## src/rtl/fifo_pkg.sv

```systemverilog
// Shared helpers for the entry FIFO: one-hot check, one-hot-to-index and popcount.
package fifo_pkg;

  localparam int unsigned MaxWidth = 64;

  function automatic logic is_onehot(input logic [MaxWidth-1:0] v);
    return (v != '0) && ((v & (v - MaxWidth'(1))) == '0);
  endfunction

  // Assumes v is one-hot; OR-ing indices keeps the logic a flat reduction.
  function automatic int unsigned onehot_to_idx(input logic [MaxWidth-1:0] v);
    int unsigned idx = 0;
    for (int unsigned i = 0; i < MaxWidth; i++) begin
      if (v[i]) idx = idx | i;
    end
    return idx;
  endfunction

  function automatic int unsigned popcount(input logic [MaxWidth-1:0] v,
                                           input int unsigned width);
    int unsigned cnt = 0;
    for (int unsigned i = 0; i < MaxWidth; i++) begin
      if (i < width) cnt = cnt + 32'(v[i]);
    end
    return cnt;
  endfunction

endpackage

```

## src/rtl/onehot_mux.sv

```systemverilog
// WIDTH-way AND-OR mux selecting one data word by a one-hot select.
module onehot_mux #(
  parameter int unsigned Width = 6,
  parameter int unsigned DataW = 32
) (
  input  logic [Width-1:0]            sel_i,
  input  logic [Width-1:0][DataW-1:0] data_i,
  output logic [DataW-1:0]            data_o
);

  always_comb begin
    data_o = '0;
    for (int i = 0; i < int'(Width); i++) begin
      data_o = data_o | (data_i[i] & {DataW{sel_i[i]}});
    end
  end

endmodule

```

## src/rtl/fifo_head_dequeue.sv

```systemverilog
// Read side of the circular entry FIFO: storage, occupancy vector and one-hot head.
// Optional sticky illegal-write flag `err` is built when FIFO_DEQ_ERR_EN is defined.
module fifo_head_dequeue
  import fifo_pkg::*;
#(
  parameter int unsigned WIDTH  = 6,
  parameter int unsigned DATA_W = 32
) (
  input  logic                       clk,
  input  logic                       rst_n,
  input  logic                       flush,
  input  logic                       wr_en,
  input  logic [WIDTH-1:0]           wr_entry,
  input  logic [DATA_W-1:0]          wr_data,
  input  logic                       rd_ready,
`ifdef FIFO_DEQ_ERR_EN
  output logic                       err,
`endif
  output logic [WIDTH-1:0]           valid_entry,
  output logic [$clog2(WIDTH+1)-1:0] count,
  output logic                       rd_valid,
  output logic [DATA_W-1:0]          rd_data,
  output logic [WIDTH-1:0]           rd_entry
);

  localparam int unsigned IdxW = (WIDTH > 1) ? $clog2(WIDTH) : 1;
  localparam int unsigned CntW = $clog2(WIDTH+1);

  logic [WIDTH-1:0]             valid_q, valid_d;
  logic [WIDTH-1:0]             head_q, head_d;
  logic [WIDTH-1:0][DATA_W-1:0] mem_q, mem_d;

  logic            wr_legal;
  logic            deq;
  logic [IdxW-1:0] wr_idx;

  // An entry being dequeued is still occupied at the edge, so writing it is illegal.
  assign wr_legal = wr_en && is_onehot(MaxWidth'(wr_entry))
                    && ((wr_entry & valid_q) == '0);
  assign deq      = rd_valid && rd_ready;
  assign wr_idx   = IdxW'(onehot_to_idx(MaxWidth'(wr_entry)));

  always_comb begin
    valid_d = valid_q;
    head_d  = head_q;
    mem_d   = mem_q;
    if (flush) begin
      valid_d = '0;
      head_d  = WIDTH'(1);
    end else begin
      if (deq) begin
        valid_d = valid_d & ~head_q;
        head_d  = {head_q[WIDTH-2:0], head_q[WIDTH-1]};
      end
      if (wr_legal) begin
        valid_d        = valid_d | wr_entry;
        mem_d[wr_idx]  = wr_data;
      end
    end
  end

  always_ff @(posedge clk or negedge rst_n) begin
    if (!rst_n) begin
      valid_q <= '0;
      head_q  <= WIDTH'(1);
      mem_q   <= '0;
    end else begin
      valid_q <= valid_d;
      head_q  <= head_d;
      mem_q   <= mem_d;
    end
  end

`ifdef FIFO_DEQ_ERR_EN
  logic err_q, err_d;

  assign err_d = err_q | (wr_en & ~wr_legal & ~flush);

  always_ff @(posedge clk or negedge rst_n) begin
    if (!rst_n) err_q <= 1'b0;
    else        err_q <= err_d;
  end

  assign err = err_q;
`endif

  onehot_mux #(
    .Width(WIDTH),
    .DataW(DATA_W)
  ) u_rd_mux (
    .sel_i (head_q),
    .data_i(mem_q),
    .data_o(rd_data)
  );

  assign valid_entry = valid_q;
  assign rd_entry    = head_q;
  assign rd_valid    = |(valid_q & head_q);
  assign count       = CntW'(popcount(MaxWidth'(valid_q), WIDTH));

endmodule
```

## config.mk

```make
export PLATFORM = sky130hd
export DESIGN_NAME = fifo_head_dequeue
export DESIGN_NICKNAME = d
export VERILOG_FILES = /design/src/rtl/fifo_pkg.sv /design/src/rtl/onehot_mux.sv /design/src/rtl/fifo_head_dequeue.sv
export SDC_FILE = /design/constraint.sdc
export NUM_CORES = 1
export LEC_CHECK = 0
export BUFFER_PORTS_ARGS = -buffer_cell sky130_fd_sc_hd__buf_4
export CAP_MARGIN = 20
export CORE_MARGIN = 3
export CORE_UTILIZATION = 59
export DETAILED_ROUTE_END_ITERATION = 6
export GPL_ROUTABILITY_DRIVEN = 1
export PLACE_DENSITY = 0.8
export SYNTH_ARGS = -nofsm -noshare
export SYNTH_HDL_FRONTEND = slang
export SYNTH_SLANG_ARGS = --single-unit
export TNS_END_PERCENT = 5
```

## constraint.sdc

```tcl
create_clock -name clk -period 3.5 [get_ports clk]
set_input_delay 0.35 -clock clk [delete_from_list [all_inputs] [get_ports clk]]
set_output_delay 0.35 -clock clk [all_outputs]
set_load 0.005 [all_outputs]
```

==> results_dict.tcl, run 1 <==
set metrics [dict create \
    worstMarginPinSlew_ps 1040 \
    synth_nets 693 \
    cp_slowest_cell "fa_1" \
    via_per_inst 6.41 \
    yosysTopAreaCell "dfrtp_1" \
    ir_worst_vdd_uv 468 \
    core.rowCount 44 \
    critical-path-max-stage-delay_ps 580 \
    synth-compound-area-share_pct 9.85 \
    port_buffers 90 \
    cp.arrival_ps 2950 \
    post_dp_cell_area_sq_mm 0.00974 \
    reg2reg_from "valid_entry[0]" \
    clk_pin_slew_ps 60 \
    die_w_um 129 \
    power_density_mw_per_mm2 519 \
    place.gp.congestion 0.828 \
    clk_latency_ps 480 \
    required_ps 3150 \
    finalCritPeriodShare_pct 94.2 \
    multi_input_area_sq_mm 0.00356 \
    r2r_slack_ps 1220 \
    crit_type "reg2out" \
    async_flop_share_pct 100 \
    final_cell_area_sq_mm 0.0105 \
    ys_top_cells_by_area "dfrtp_1 57%, mux2_2 24%, a22oi_1 8.3%, nand3_1 2.0%, clkbuf_1 1.3%" \
    track_usage_pct 25.4 \
    synth_most_common_cell "dfrtp_1" \
    cts_buffers 21 \
    path_common_cell "fa_1" \
    fin_setup_tns_ps 0 \
    syn_inst 646 \
    crit_path_end_kind "primary output" \
    drc 0 \
    synth_top_family_by_area "multiplexers" \
    max_slew_margin_pct 30.6 \
    synth-simple-area-share_pct 4.26 \
    p_leak_nw 5.12 \
    cts_buffer_depth 3 \
    syn2layout_area_growth_pct 17.4 \
    grt_pass1_wl_mm 33.2 \
    reg2reg_depth 5 \
    io_pins 91 \
    synth.distinct_cells 35 \
    synthAdderAreaFrac_pct 0.815 \
    synth-main-ff-cell "dfrtp_1" \
    syn_area_per_cell_sq_um 13.8 \
    seq_area_sq_mm 0.00511 \
    synth_edf_count 0 \
    ys_seq_area_share_pct 57.4 \
    grt_overflow 0 \
    fin_crit_ps 3300 \
    drt_iter0_markers 449 \
    initial_utilization_pct 60.8 \
    hold_slack_ps -17.0 \
    synthTopCellsByCount "203 x dfrtp_1, 188 x mux2_2, 99 x a22oi_1, 36 x nand3_1, 30 x clkbuf_1" \
    detail-route-antenna-nets 0 \
    rr_endpoint "mem_q[75]" \
    status "finished, violations left" \
    timing.max_cap.violations 0 \
    worst_setup_path_start_kind "flop" \
    drive_gt1_share_pct 45.9 \
    hold_buffers 0 \
    rsz0062_at_grt "no" \
    root_buffer "clkbuf_16" \
    grt_max_degree 116 \
    crit_chain "fa_1, inv_1, fa_1, inv_1, ha_1, fa_1, buf_4" \
    yosys_warnings 0 \
    fillers 954 \
    synth-xor-area-share_pct 0.0984 \
    report.final.slew_viol_count 0 \
    yosysTopAreaCellShare_pct 57.1 \
    wl_mm 21.0 \
    fin_skew_ps 6.62 \
    setup_viol 0 \
    clock_sinks 204 \
    p_total_mw 5.42 \
    ys_ff_latch 204 \
    die-area_sq_mm 0.0166 \
    dp_hpwl_mm 12.2 \
    fmax_mhz 303 \
    n_antenna_cell 0 \
    die_h_um 129 \
    hold_viol 6 \
    cts_tree "done" \
    grt_pass1_vias 6124 \
    hold_path_class "in2async" \
    dr.pass1.iters 5 \
    cts_setup_buffers 0 \
    synthMuxAreaShare_pct 24.7 \
    failed_checks "hold timing" \
    vias 5932 \
    htree_levels 1 \
    crit_path_max_fanout 6 \
    post_drt_wl_per_cell_um 22.7 \
    final_net_count 774 \
    antenna_found_initial 0 \
    core_area_sq_mm 0.0146 \
    cts_resized 0 \
    syn_area_sq_mm 0.00890 \
]
worst max path at each step:
stage / from / end / cells past startpoint
finish: valid_entry[0] / count[1] / 7
global route: valid_entry[0] / count[1] / 7
CTS: valid_entry[0] / count[1] / 7
detailed placement: valid_entry[0] / count[1] / 7
global placement: valid_entry[0] / count[1] / 7
floorplan: valid_entry[0] / count[1] / 6
per-layer routing:
layer,share of wire (%),vias to the layer above,global-route usage [%]
li1,-,2579,-
met1,43,3073,35.8
met2,48,234,41.3
met3,7.0,46,4.61
met4,2.2,0,6.79
met5,0,-,0
registers in the layout, summed over array words and instances (netlist names):
register     cells
mem_q          192
rd_entry         6
valid_entry      6
kinds of logic after synthesis:
kind of cell	after synthesis
xor+xnor	1
buf+inv	56
flops	204
mux	196
fa+ha+maj	4
compound gates	115
simple gates	70
where the power goes:
part           internal [mW]  switching (mW)
Clock                   1.41           0.876
Combinational          0.260           0.198
Sequential              2.57           0.111
per-stage QoR:
step | util (%) | cells | setup slack (ps) | hold WS [ps]
floorplan | - | 646 | 879 | 54.4
global placement | 66.5 | 888 | 763 | 468
detailed placement | 66.5 | 888 | 686 | 480
CTS | 71.4 | 925 | 182 | 39.0
global route | 71.4 | 925 | 125 | 58.1
finish | 71.4 | 925 | 202 | -17.0
critical path: cells and delay by family, from the launching register on:
family	cells	cell delay, ps
buffers and inverters	3	200
flip-flops	1	480
adder cells (fa/ha/maj)	4	1790
placed cells by master, fill, tap and decap left out, types with 2 or more instances in the layout:
master / instances
a22oi_1: 99
buf_4: 103
nor2_4: 2
dfrtp_1: 203
nand2_1: 9
fa_1: 3
clkinv_2: 5
mux2i_1: 4
nand2b_1: 3
a32o_1: 4
clkbuf_8: 5
clkbuf_1: 3
mux2_1: 4
nor4_1: 2
bufinv_16: 3
nor2_1: 8
clkbuf_16: 21
a21oi_1: 6
nand3_1: 36
inv_1: 9
mux2_2: 188
layout make-up:
class / instances / area share [%]
Multi-Input combinational cell: 386 / 34.1
Sequential cell: 204 / 48.8
Timing Repair Buffer: 105 / 7.72
Clock buffer: 28 / 5.66
Inverter: 9 / 0.323
Tap cell: 184 / 2.20
Clock inverter: 9 / 1.18
No activity file was read; power rests on OpenSTA's default activity.
==> run 2: changes to the inputs <==
--- a/config.mk
+++ b/config.mk
@@ -14,5 +14,6 @@
 export PLACE_DENSITY = 0.8
 export SYNTH_ARGS = -nofsm -noshare
 export SYNTH_HDL_FRONTEND = slang
+export SYNTH_HIERARCHICAL = 1
 export SYNTH_SLANG_ARGS = --single-unit
 export TNS_END_PERCENT = 5
==> run 2 against run 1 <==
The flow now finishes without violations. Total power rose by 6.8%. Hold slack gained 73 ps. Register-to-register slack worse by 500 ps. Wire length increased by 2.0%. Critical path type unchanged. Critical endpoint unchanged. Largest cell class unchanged.
==> results_dict.tcl, run 2 <==
set metrics [dict create \
    fmax_mhz 312 \
    crit_start "valid_entry[0]" \
    reg2reg_from "valid_entry[1]" \
    crit_type "reg2out" \
    cts_tree "done" \
    core_area_sq_mm 0.0147 \
    crit_path_max_fanout 5 \
    crit_path_end_kind "primary output" \
    post_dp_cell_area_sq_mm 0.00979 \
    timing.max_cap.violations 0 \
    cts_resized 0 \
    drt_iter0_markers 425 \
    critical-path-max-stage-delay_ps 570 \
    fin_crit_ps 3200 \
    final_net_count 771 \
    antenna_found_initial 0 \
    grt_max_degree 102 \
    fin_skew_ps 9.94 \
    final_common_cell "dfrtp_1" \
    multi_input_area_sq_mm 0.00360 \
    drive_gt1_share_pct 47.2 \
    layout_common_cells "203 x dfrtp_1, 162 x mux2_2, 106 x buf_4" \
    grt_pass1_wl_mm 35.2 \
    required_ps 3150 \
    cts_buffer_depth 3 \
    wl_met2_mm 10.6 \
    hp-start "flush" \
    die_h_um 129 \
    met3_length_mm 1.19 \
    pre_cts_ws_ps 517 \
    hold_path_class "in2reg" \
    detail-route-antenna-nets 0 \
    layout_setup_ws_ps 297 \
    ys_ff_latch 204 \
    setup_viol 0 \
    grt_pass1_vias 6492 \
    top_layer "met4" \
    syn2layout_area_growth_pct 18.0 \
    r2r_slack_ps 720 \
    die_w_um 129 \
    rsz0062_at_grt "no" \
    synthTopCellsByCount "203 x dfrtp_1, 162 x mux2_2, 99 x a22oi_1, 38 x nand3_1, 30 x mux2_4" \
    seq_area_sq_mm 0.00511 \
    track_usage_pct 26.5 \
    port_buffers 90 \
    syn_inst 630 \
    max_slew_margin_pct 45.5 \
    synth-main-ff-cell "dfrtp_1" \
    n_antenna_cell 0 \
    synth_most_common_cell "dfrtp_1" \
    io_pins 91 \
    hold_buffers 1 \
    fin_setup_tns_ps 0 \
    report.final.slew_viol_count 0 \
    die-area_sq_mm 0.0167 \
    core.rowCount 44 \
    cp.arrival_ps 2850 \
    htree_levels 1 \
    ys_top_cells_by_area "dfrtp_1 57%, mux2_2 20%, a22oi_1 8.3%, mux2_4 5.0%, nand3_1 2.1%" \
    clock_sinks 204 \
    dp_hpwl_mm 12.8 \
    crit_chain "fa_1, inv_1, fa_1, inv_1, ha_1, fa_1, buf_4" \
    status "completed" \
    m1WireLength_mm 9.20 \
    via_per_inst 6.48 \
    place.gp.congestion 0.769 \
    dr.pass1.iters 5 \
    finalCritPeriodShare_pct 91.5 \
    hold_viol 0 \
    drc 0 \
    clk_pin_slew_ps 60 \
    yosys_warnings 6 \
    path_common_cell "fa_1" \
    async_flop_share_pct 100 \
    fillers 959 \
    synth_edf_count 0 \
    grt_overflow 0 \
    p_total_mw 5.79 \
    power_density_mw_per_mm2 548 \
    final_cell_area_sq_mm 0.0106 \
    cp_slowest_cell "fa_1" \
    syn_area_per_cell_sq_um 14.2 \
    syn_area_sq_mm 0.00894 \
    ys_seq_area_share_pct 57.1 \
    post_drt_wl_per_cell_um 23.2 \
    yosysTopAreaCell "dfrtp_1" \
    synth.distinct_cells 30 \
    yosysTopAreaCellShare_pct 56.8 \
    root_buffer "clkbuf_16" \
    wl_mm 21.4 \
    hold_slack_ps 56.1 \
    cts_setup_buffers 0 \
    ir_worst_vdd_uv 408 \
    synth_nets 677 \
    vias 5991 \
    initial_utilization_pct 60.8 \
    cts_buffers 22 \
    largest_reg_flops 192 \
    largest_register "mem_q" \
    worstMarginPinSlew_ps 817 \
    worst_setup_path_start_kind "flop" \
    p_leak_nw 5.15 \
    clk_latency_ps 500 \
]
run 2: worst paths after layout:
check	end	cells after the start
worst max register to register	mem_q[156]	5
min in group asynchronous	mem_q[165]	2
max in group asynchronous	mem_q[86]	3
worst max-delay path	count[1]	7
worst min-delay path	rd_entry[5]	2
worst min register to register	mem_q[47]	1
run 2: layout make-up:
cell class / count / share of cell area [%]
Tap cell: 184 / 2.18
Multi-Input combinational cell: 381 / 34.1
Sequential cell: 204 / 48.4
Clock buffer: 32 / 6.25
Timing Repair Buffer: 109 / 7.95
Inverter: 6 / 0.213
Clock inverter: 8 / 0.889
run 2: critical path, delay by kind of cell, from the launching register on:
| kind | cells | cell delay, ps |
|---|---|---|
| fa+ha+maj | 4 | 1700 |
| flops | 1 | 470 |
| buf+inv | 3 | 200 |
run 2: power breakdown:
group | total, mW | switching, mW | internal (mW)
Clock | 2.37 | 0.914 | 1.46
Sequential | 2.76 | 0.143 | 2.62
Combinational | 0.655 | 0.268 | 0.386
run 2: logic make-up after synthesis:
kind of cell             synth area share (%)
flip-flops                               57.1
multiplexers                             25.4
AO/OA/AOI/OAI                            9.85
AND/OR/NAND/NOR                          3.76
buffers and inverters                    3.05
adder cells (fa/ha/maj)                 0.811
run 2: per-stage QoR:
| step | utilization [%] | instances |
|---|---|---|
| finish | 71.8 | 924 |
| global route | 71.8 | 924 |
| CTS | 71.8 | 924 |
| detailed placement | 66.6 | 883 |
| global placement | 66.6 | 883 |
| floorplan | - | 630 |
run 2: layer usage:
metal / vias to the layer above / global-route usage [%]
met5: - / 0
met4: 0 / 6.92
met3: 46 / 4.16
met2: 237 / 42.8
met1: 3152 / 38.0
li1: 2556 / -
==> run 3: changes to the inputs <==
==> constraint.sdc (replaced) <==
create_clock -name clk -period 3.4 [get_ports clk]
set_input_delay 0.34 -clock clk [delete_from_list [all_inputs] [get_ports clk]]
set_output_delay 0.34 -clock clk [all_outputs]
set_load 0.005 [all_outputs]
==> run 3 against run 2 <==
Sequential power up 3%. Sequential share of layout area up 0.13 points. First-iteration DRC count up 16%. Largest power group unchanged. Critical path depth unchanged. Via count down 0.17%. Die area unchanged. Total power up 0.32%. Cell area down 0.26%. Critical path type unchanged.
==> results_dict.tcl, run 3 (same netlist as run 2, synthesis figures left out) <==
set metrics [dict create \
    status "completed" \
    fmax_mhz 312 \
    dr.pass1.iters 5 \
    post_drt_wl_per_cell_um 23.3 \
    met3_length_mm 1.42 \
    fin_skew_ps 11.4 \
    detail-route-antenna-nets 0 \
    drive_gt1_share_pct 47.2 \
    m1WireLength_mm 9.10 \
    finalCritPeriodShare_pct 94.4 \
    ir_worst_vdd_uv 377 \
    cts_setup_buffers 0 \
    clock_sinks 204 \
    clk_latency_ps 500 \
    crit_path_max_fanout 5 \
    hold_path_class "in2reg" \
    hold_slack_ps 50.7 \
    final_common_cell "dfrtp_1" \
    hold_buffers 1 \
    cp.arrival_ps 2870 \
    wl_mm 21.6 \
    fillers 961 \
    htree_levels 1 \
    root_buffer "clkbuf_16" \
    wl_met2_mm 10.6 \
    max_slew_margin_pct 49.8 \
    layout_setup_ws_ps 192 \
    grt_max_degree 83 \
    dp_hpwl_mm 13.0 \
    fin_crit_ps 3210 \
    place_inst 886 \
    final_cell_area_sq_mm 0.0105 \
    port_buffers 90 \
    cts_tree "done" \
    die-area_sq_mm 0.0167 \
    layout_common_cells "203 x dfrtp_1, 162 x mux2_2, 108 x buf_4" \
    worstMarginPinSlew_ps 751 \
    setup_viol 0 \
    core.rowCount 44 \
    drc 0 \
    cts_buffer_depth 3 \
    seq_area_sq_mm 0.00511 \
    die_w_um 129 \
    clk_pin_slew_ps 60 \
    fin_util_pct 71.6 \
    crit_type "reg2out" \
    worst_setup_path_start_kind "flop" \
    hold_viol 0 \
    antenna_found_initial 0 \
    drt_iter0_markers 495 \
    final_net_count 773 \
    grt_pass1_wl_mm 34.4 \
    cts_resized 0 \
    required_ps 3060 \
    core_area_sq_mm 0.0147 \
    fin_setup_tns_ps 0 \
    post_dp_cell_area_sq_mm 0.00983 \
    io_pins 91 \
    timing.max_cap.violations 0 \
    p_total_mw 5.81 \
    cts_buffers 21 \
    place.gp.congestion 0.799 \
    multi_input_area_sq_mm 0.00360 \
    pre_cts_ws_ps 453 \
    n_antenna_cell 0 \
    top_layer "met4" \
    crit_path_end_kind "primary output" \
    track_usage_pct 26.3 \
    rsz0062_at_grt "no" \
    largest_reg_flops 192 \
    die_h_um 129 \
    largest_register "mem_q" \
    power_density_mw_per_mm2 551 \
    vias 5981 \
    instances_no_fill 924 \
    p_leak_nw 5.14 \
    report.final.slew_viol_count 0 \
    grt_pass1_vias 6344 \
    grt_overflow 0 \
    initial_utilization_pct 60.8 \
    via_per_inst 6.47 \
    syn2layout_area_growth_pct 17.7 \
]
-- run 3: layout make-up --
type                    count  area share [%]
clock buffers              32            6.05
clock inverters             5           0.511
multi-input cells         381            34.2
flip-flops and latches    204            48.5
well taps                 184            2.19
inverters                   6           0.214
repair buffers            112            8.31
-- run 3: power breakdown --
part	internal, mW	total, mW	switching (mW)	leakage, nW
combinational	0.398	0.679	0.281	2.04
clock	1.36	2.28	0.913	0.344
sequential	2.70	2.85	0.152	2.75
total	4.46	5.81	1.35	5.14
-- run 3: routing by layer --
metal	vias up	track usage [%]
li1	2554	-
met1	3129	37.2
met2	263	43.0
met3	35	3.46
met4	0	8.21
met5	-	0
-- run 3: worst paths after layout --
| path | startpoint | cells past startpoint | to | slack [ps] |
|---|---|---|---|---|
| max in group asynchronous | rst_n | 3 | mem_q[150] | 2110 |
| min | flush | 2 | rd_entry[1] | 50 |
| min reg2reg | mem_q[182] | 1 | mem_q[182] | 510 |
| max | valid_entry[0] | 7 | count[1] | 190 |
| min in group asynchronous | rst_n | 2 | mem_q[69] | 440 |
| max reg2reg | valid_entry[1] | 5 | mem_q[45] | 550 |
-- run 3: critical path, stage by stage (launching register included) --
cell,delay [ps]
dfrtp_1,480
fa_1,560
inv_1,50
fa_1,480
inv_1,50
ha_1,180
fa_1,480
buf_4,110
